===== src/rtl/multicycle_control_fsm.sv =====
// Multicycle control sequencer for the ARM-subset core: decodes the latched
// instruction, tracks NZCV, and steps a Moore FSM that drives the datapath controls.
module multicycle_control_fsm #(
    parameter logic [3:0] RESET_STATE = 4'd0
) (
    input  logic       clk,
    input  logic       rst_n,
    input  logic [3:0] cond,
    input  logic [1:0] op,
    input  logic [5:0] funct,
    input  logic [3:0] rd,
    input  logic [3:0] alu_flags,
    output logic       pc_write,
    output logic       adr_src,
    output logic       mem_write,
    output logic       ir_write,
    output logic       reg_write,
    output logic       alu_src_a,
    output logic [1:0] alu_src_b,
    output logic [1:0] result_src,
    output logic [3:0] alu_control,
    output logic [3:0] state,
    output logic       instr_done
);

    typedef enum logic [3:0] {
        S_FETCH    = 4'd0,
        S_DECODE   = 4'd1,
        S_MEMADR   = 4'd2,
        S_MEMREAD  = 4'd3,
        S_MEMWB    = 4'd4,
        S_MEMWRITE = 4'd5,
        S_EXECR    = 4'd6,
        S_EXECI    = 4'd7,
        S_ALUWB    = 4'd8,
        S_BRANCH   = 4'd9
    } state_t;

    state_t     r_state;
    state_t     w_next;
    logic [3:0] r_nzcv;

    logic [3:0] w_cmd;
    logic       w_i_bit;
    logic       w_s_bit;
    logic       w_is_cmp;
    logic       w_rd_pc;
    logic [3:0] w_cmd_alu;
    logic       w_cmd_valid;
    logic       w_cmd_logic;
    logic       w_cond_ex;
    logic       w_flag_load;
    logic       w_n, w_z, w_c, w_v;

    logic       w_pc_write;
    logic       w_adr_src;
    logic       w_mem_write;
    logic       w_ir_write;
    logic       w_reg_write;
    logic       w_alu_src_a;
    logic [1:0] w_alu_src_b;
    logic [1:0] w_result_src;
    logic [3:0] w_alu_control;
    logic       w_instr_done;

    assign w_i_bit  = funct[5];
    assign w_cmd    = funct[4:1];
    assign w_s_bit  = funct[0];
    assign w_is_cmp = (w_cmd == 4'b1010);
    assign w_rd_pc  = (rd == 4'd15);

    assign {w_n, w_z, w_c, w_v} = r_nzcv;

    // Logical ops only produce meaningful N/Z; C/V must survive them.
    always_comb begin
        w_cmd_alu   = 4'b0000;
        w_cmd_valid = 1'b1;
        w_cmd_logic = 1'b0;
        case (w_cmd)
            4'b0100: w_cmd_alu = 4'b0000;
            4'b0010: w_cmd_alu = 4'b0001;
            4'b1010: w_cmd_alu = 4'b0001;
            4'b0000: begin w_cmd_alu = 4'b0010; w_cmd_logic = 1'b1; end
            4'b1100: begin w_cmd_alu = 4'b0011; w_cmd_logic = 1'b1; end
            4'b0001: begin w_cmd_alu = 4'b0100; w_cmd_logic = 1'b1; end
            4'b1101: begin w_cmd_alu = 4'b0101; w_cmd_logic = 1'b1; end
            default: w_cmd_valid = 1'b0;
        endcase
    end

    always_comb begin
        w_cond_ex = 1'b0;
        case (cond)
            4'b0000: w_cond_ex = w_z;
            4'b0001: w_cond_ex = ~w_z;
            4'b0010: w_cond_ex = w_c;
            4'b0011: w_cond_ex = ~w_c;
            4'b0100: w_cond_ex = w_n;
            4'b0101: w_cond_ex = ~w_n;
            4'b0110: w_cond_ex = w_v;
            4'b0111: w_cond_ex = ~w_v;
            4'b1000: w_cond_ex = w_c & ~w_z;
            4'b1001: w_cond_ex = ~w_c | w_z;
            4'b1010: w_cond_ex = (w_n == w_v);
            4'b1011: w_cond_ex = (w_n != w_v);
            4'b1100: w_cond_ex = ~w_z & (w_n == w_v);
            4'b1101: w_cond_ex = w_z | (w_n != w_v);
            4'b1110: w_cond_ex = 1'b1;
            default: w_cond_ex = 1'b0;
        endcase
    end

    assign w_flag_load = ((r_state == S_EXECR) || (r_state == S_EXECI)) &&
                         (w_s_bit || w_is_cmp);

    always_ff @(posedge clk or negedge rst_n) begin
        if (!rst_n) begin
            r_state <= state_t'(RESET_STATE);
        end else begin
            r_state <= w_next;
        end
    end

    always_ff @(posedge clk or negedge rst_n) begin
        if (!rst_n) begin
            r_nzcv <= 4'b0000;
        end else if (w_flag_load) begin
            r_nzcv[3:2] <= alu_flags[3:2];
            if (!w_cmd_logic) begin
                r_nzcv[1:0] <= alu_flags[1:0];
            end
        end
    end

    always_comb begin
        w_next        = r_state;
        w_pc_write    = 1'b0;
        w_adr_src     = 1'b0;
        w_mem_write   = 1'b0;
        w_ir_write    = 1'b0;
        w_reg_write   = 1'b0;
        w_alu_src_a   = 1'b0;
        w_alu_src_b   = 2'b00;
        w_result_src  = 2'b00;
        w_alu_control = 4'b0000;
        w_instr_done  = 1'b0;
        case (r_state)
            S_FETCH: begin
                w_ir_write   = 1'b1;
                w_alu_src_a  = 1'b1;
                w_alu_src_b  = 2'b10;
                w_result_src = 2'b10;
                w_pc_write   = 1'b1;
                w_next       = S_DECODE;
            end
            S_DECODE: begin
                w_alu_src_a  = 1'b1;
                w_alu_src_b  = 2'b10;
                w_result_src = 2'b10;
                if (!w_cond_ex || op == 2'b11) begin
                    w_instr_done = 1'b1;
                    w_next       = S_FETCH;
                end else begin
                    case (op)
                        2'b00:   w_next = w_i_bit ? S_EXECI : S_EXECR;
                        2'b01:   w_next = S_MEMADR;
                        default: w_next = S_BRANCH;
                    endcase
                end
            end
            S_MEMADR: begin
                w_alu_src_b = 2'b01;
                w_next      = w_s_bit ? S_MEMREAD : S_MEMWRITE;
            end
            S_MEMREAD: begin
                w_adr_src = 1'b1;
                w_next    = S_MEMWB;
            end
            S_MEMWB: begin
                w_result_src = 2'b01;
                w_reg_write  = 1'b1;
                w_pc_write   = w_rd_pc;
                w_instr_done = 1'b1;
                w_next       = S_FETCH;
            end
            S_MEMWRITE: begin
                w_adr_src    = 1'b1;
                w_mem_write  = 1'b1;
                w_instr_done = 1'b1;
                w_next       = S_FETCH;
            end
            S_EXECR, S_EXECI: begin
                w_alu_src_b   = (r_state == S_EXECI) ? 2'b01 : 2'b00;
                w_alu_control = w_cmd_alu;
                if (w_is_cmp) begin
                    w_instr_done = 1'b1;
                    w_next       = S_FETCH;
                end else begin
                    w_next = S_ALUWB;
                end
            end
            S_ALUWB: begin
                w_reg_write  = w_cmd_valid;
                w_pc_write   = w_rd_pc;
                w_instr_done = 1'b1;
                w_next       = S_FETCH;
            end
            S_BRANCH: begin
                w_alu_src_b  = 2'b01;
                w_result_src = 2'b10;
                w_pc_write   = 1'b1;
                w_instr_done = 1'b1;
                w_next       = S_FETCH;
            end
            default: w_next = S_FETCH;
        endcase
    end

    // Reset masks every control combinationally so no enable can pulse while held.
    assign pc_write    = rst_n & w_pc_write;
    assign adr_src     = rst_n & w_adr_src;
    assign mem_write   = rst_n & w_mem_write;
    assign ir_write    = rst_n & w_ir_write;
    assign reg_write   = rst_n & w_reg_write;
    assign alu_src_a   = rst_n & w_alu_src_a;
    assign alu_src_b   = {2{rst_n}} & w_alu_src_b;
    assign result_src  = {2{rst_n}} & w_result_src;
    assign alu_control = {4{rst_n}} & w_alu_control;
    assign instr_done  = rst_n & w_instr_done;
    assign state       = r_state;

endmodule

===== config.mk =====
export PLATFORM = sky130hd
export DESIGN_NAME = multicycle_control_fsm
export DESIGN_NICKNAME = d
export VERILOG_FILES = /design/src/rtl/multicycle_control_fsm.sv
export SDC_FILE = /design/constraint.sdc
export NUM_CORES = 1
export LEC_CHECK = 0
export ABC_AREA = 1
export BUFFER_PORTS_ARGS = -buffer_cell sky130_fd_sc_hd__buf_4
export CAP_MARGIN = 30
export CORE_UTILIZATION = 49
export CTS_CLUSTER_SIZE = 40
export DETAILED_ROUTE_END_ITERATION = 10
export PLACE_DENSITY = 0.92
export SYNTH_ARGS = -nofsm -noshare
export SYNTH_HDL_FRONTEND = slang
export SYNTH_SLANG_ARGS = --single-unit

===== constraint.sdc =====
create_clock -name clk -period 2.3 [get_ports clk]
set_clock_uncertainty 0.2 [all_clocks]
set_input_delay 0.115 -clock clk [delete_from_list [all_inputs] [get_ports clk]]
set_output_delay 0.115 -clock clk [all_outputs]
set_load 0.03 [all_outputs]

# Yosys cells after proc, flatten, opt, wreduce, memory -nomap -nowiden
# Index checks and enable logic that the tools add are counted.
[totals]
ff_bits = 8
in_bits = 22
out_inout_bits = 19
wordCells = 100
[classes]
eq_ne = 34
muxes = 23
bitwise_logic = 19
reduce_logical = 21
[ops]
columns = ["op", "count"]
rows = [
  ["$eq 4x4->1 const B", 13],
  ["$eq 4x3->1 const B", 9],
  ["$eq 4x2->1 const B", 5],
  ["$pmux 4 s5", 1],
  ["$pmux 1 s15", 1],
  ["$pmux 3 s5", 1],
  ["$reduce_or 2->1", 7],
  ["$eq 4x1->1 const B", 3],
  ["$logic_not 4->1", 3],
  ["$mux 4", 3],
  ["$mux 1", 10],
  ["$and 1x1->1", 9],
  ["$pmux 4 s2", 1],
  ["$reduce_or 4->1", 2],
  ["$reduce_or 7->1", 1],
  ["$pmux 2 s3", 1],
  ["$not 1->1", 5],
  ["$and 2x2->2", 2],
  ["$and 4x4->4", 1],
  ["$pmux 1 s2", 2],
  ["$pmux 2 s2", 1],
  ["$logic_or 1x1->1", 3],
  ["$mux 3", 1],
  ["$pmux 1 s3", 1],
  ["other kinds (10)", 11],
]

# Depth between registers and ports, before layout
[depth]
word_depth = 8
ltp_mapped = 11
depth_no_buf = 11

# Worst setup path after synthesis
# No wires, ideal clock.
[synth_timing]
kind = "register to output"
startpoint = "reg r_state[3] (netlist: state[3])"
endpoint = "out alu_src_b[1]"
arrival_ns = 1.804
required_time_ns = 1.985
slack_ns = 0.181
path_stages_with_launch = 5
n_path_buf = 1
cell_sequence = "dfrtp_1 > nor2_2 > inv_1 > nor3_1 > buf_4"
[synth_via]
elab_chain_cells = 4
word_cells_on_any_way = 11
classes_between = "5 x eq/ne; 1 x mux; 1 x bitwise; 4 x reduce/logical"
[synth_lines]
columns = ["element", "line_no", "text"]
rows = [
  ["start: declaration", "39", "state_t r_state;"],
  ["start signal: assignment", "118", "r_state <= state_t'(RESET_STATE);"],
  ["start signal: assignment", "120", "r_state <= w_next;"],
  ["$eq 4x2->1 (tied with other cells)", "147", "case (r_state)"],
  ["$reduce_or 2->1, on equally long branches", "n/a", ""],
  ["$pmux 2 s3 *", "147", ""],
  ["$and 2x2->2 *", "226", "assign alu_src_b = {2{rst_n}} & w_alu_src_b;"],
  ["end: declaration", "19", "output logic [1:0] alu_src_b,"],
]
# Every way passes the cells marked *; elsewhere a longest branch is shown, timed or not.

# Worst setup path in the final report
[layout_timing]
startpoint = "reg r_nzcv[0]"
endpoint = "out instr_done"
[layout_via]
elab_chain_cells = 8
word_cells_on_any_way = 11
classes_between = "2 x eq/ne; 3 x mux; 4 x bitwise; 2 x reduce/logical"
[layout_lines]
columns = ["element", "line_no", "text"]
rows = [
  ["start: declaration", "41", "logic [3:0] r_nzcv;"],
  ["start signal: assignment", "130", "r_nzcv[1:0] <= alu_flags[1:0];"],
  ["$ne 1x1->1 / $eq 1x1->1 (equally long branches)", "n/a", ""],
  ["$or 1x1->1 / $and 1x1->1 (equally long branches)", "107, 106", ""],
  ["$pmux 1 s15 *", "93", "case (cond)"],
  ["$logic_not 1->1 *", "160", "if (!w_cond_ex || op == 2'b11) begin"],
  ["$logic_or 1x1->1 *", "160", ""],
  ["$mux 1 *", "160", ""],
  ["$pmux 1 s3 *", "147", ""],
  ["$and 1x1->1 *", "229", "assign instr_done = rst_n & w_instr_done;"],
  ["end: declaration", "23", "output logic instr_done"],
]
# Marked as above.

==> metrics.txt <==
Post-Syn Area per Cell 5.67 um^2; first-pass GRT wire length 4480 um; Initial Utilization 54.6%; Post-CTS Setup Inserts 0; Crit Path Class reg2out; GRT overflow 0; family with the most delay on the worst path simple AND/OR/NAND/NOR gates; clk_lat worst skew 260 ps; Final Cycle Share 92.1%; Cells after DPL 203; hold slack final 16.6 ps; Final Worst Setup Slack 181 ps; main combinational cell family by area after synthesis simple AND/OR/NAND/NOR gates; crit-path max FO 4; setup tns final 0 ps; Sink Count 8; Commonest cells post-synth nand2_1, inv_1, nor2_1; Reg clk slew, reported paths 60 ps; Clock Path Buffers 2; outcome complete, but fails checks; DR DRC count 3; Yosys top cell by area dfrtp_1; Async S/R FF share, synth 100%; Most used DFF post-synth dfrtp_1; Synth Area in XOR/XNOR 0%; Die Area 1910 um^2; core area 1560 um^2; Simple-Gate Fraction of Synth Area 45.9%; final hold vios 0; number of synthesized flops with an enable pin 0; pre-CTS setup slack 436 ps; DR vias/cell 5.22; Avg WL per Cell 12.5 um; post-route ant nets 0; CTS Root Cell clkbuf_4; Netlist cell types 26; VDD IR max 0.513 mV; Die Width 43.7 um; register area share after synthesis 23.5%; Cells after Synth 150; CP most frequent cell nand2_1; Layout Nets 223; Max-Cap Viols 0; slowest CP cell dfrtp_1; Detailed Place HPWL 2120 um; max incr delay on CP 430 ps; top cells by area, synth dfrtp_1, nand2_1, inv_1; diode count 0; Pre-Repair DR Iteration Count 7; Std-Cell Rows 14; drt total wl 2700 um; Final Wtd Congestion 0.878; Filler cells 132; Critical Path AT 1800 ps; syn_nets 172; non-filler cells, final 215; Layout area overhead 48.2%; Buffers & Inverters on Critical Path 2; cells along the critical path inv_2 > nand2_1 > nand3_1 > nand2_1 > nand2_1 > nand2_1 > nor2_1 > nand2_1 > nand2_2 > nand2_1 > a21oi_1 > buf_4; failing checks design-rule violations; post-synth top area share 23.5%; GRT Total Usage 31.6%; P_leak 0.676 nW; Seq cells post-synth 8; Synth Cell Area 851 um^2; post-route minimum period 2120 ps; Worst Setup End Kind primary output; antenna violations before repair 0; ratio of cells with drive above 1 in the final layout 28.1%; RSZ-0062 raised after global routing no; power per cell area 826 nW/um^2; io pins 41; WP data required 1990 ps; Synthesis Warnings 0; area share of fa/ha/maj cells after synthesis 0%; htree depth 1; post-synthesis mux area share 0%; largest net degree at the start of global routing 11; initial DRC count 52; max-slew violation count 0; Synth Area in Compound Gates 16.5%; TritonCTS Buffers 3; fmax 472 MHz; Die Y-Extent 43.7 um; count of buffers from port buffering 39; total number of vias 1123; Min-Delay Path Class in2async; most common cell in the synthesized netlist nand2_1; final setup fails 0; vias in the first global route 1094; CTS tree done; Worst Setup Start Kind flop
[state kept, by name (all words and copies together) (netlist names)]
register  cells
r_nzcv        4
state         4
[cell usage in the layout, fill, tap and decap left out, types with 2 or more instances in the layout]
cell type	synthesis	final
clkbuf_4	0	3
o21ai_0	5	5
nor3_1	4	4
buf_4	2	39
a21oi_1	6	6
nand2_1	45	45
nor2_2	3	3
dlygate4sd3_1	0	9
inv_1	23	21
or2_0	2	2
nand3_1	12	12
o22ai_1	2	2
nand2_2	3	3
a31oi_1	3	3
dfrtp_1	8	8
inv_2	3	5
nor2_1	18	18
[report_power, final]
part / internal (mW) / leakage (nW) / switching [mW]
sequential: 0.191 / 0.0956 / 0.0708
combinational: 0.235 / 0.567 / 0.428
clock: 0.0603 / 0.0138 / 0.0557
[worst paths after layout]
check / end / cells past startpoint / start / slack [ps]
setup / recovery: instr_done / 12 / r_nzcv[0] / 180
hold / removal: state[1] / 2 / rst_n / 20
setup reg to reg: state[0] / 11 / r_nzcv[0] / 240
hold reg to reg: state[0] / 3 / state[2] / 390
max in group asynchronous: r_nzcv[0] / 2 / rst_n / 1740
min in group clk: state[3] / 4 / funct[4] / 50
[stage by stage]
stage | utilization (%) | cell area (um^2) | total power [mW]
after floorplan | - | 851 | 0.684
after global placement | 73.7 | 1150 | 0.876
after detailed placement | 73.7 | 1150 | 0.897
after CTS | 80.9 | 1260 | 1.03
after global routing | 80.9 | 1260 | 1.12
final | 80.9 | 1260 | 1.04
[what timing repair did]
item | CTS | global route
hold buffers | 9 | 0
setup endpoints to repair | 0 | 1
hold endpoints to repair | 16 | 0
gates resized for setup | 0 | 2
[final cells by class]
class                   count  area [um^2]  area share [%]
flip-flops and latches      8          200            15.9
well taps                  16         20.0            1.59
multi-input cells         113          534            42.4
inverters                  27          101            8.04
repair buffers             48          383            30.4
clock buffers               3         22.5            1.79
[kinds of logic (layout without fill, tap and decap cells)]
logic type | after synthesis | in the layout
buf+inv | 29 | 78
compound gates | 22 | 22
flops | 8 | 8
simple gates | 90 | 90
other cells | 1 | 1
[per-layer routing]
metal  share of wire (%)  GRT usage [%]
met4                 2.2           12.5
met2                  52           57.6
met1                  41           36.6
met5                   0              0
met3                 4.9           4.58
[worst register-to-register path, cell delays in order, from the launching register on]
cell           delay, ps
dfrtp_1              430
inv_2                110
nand2_1               60
nand3_1              100
nand2_1               60
nand2_1               50
nand2_1               40
nor2_1                80
nand2_1              100
o2111ai_1            100
dlygate4sd3_1        580
nand2_1               50
Power figures use the tool's default switching activity.
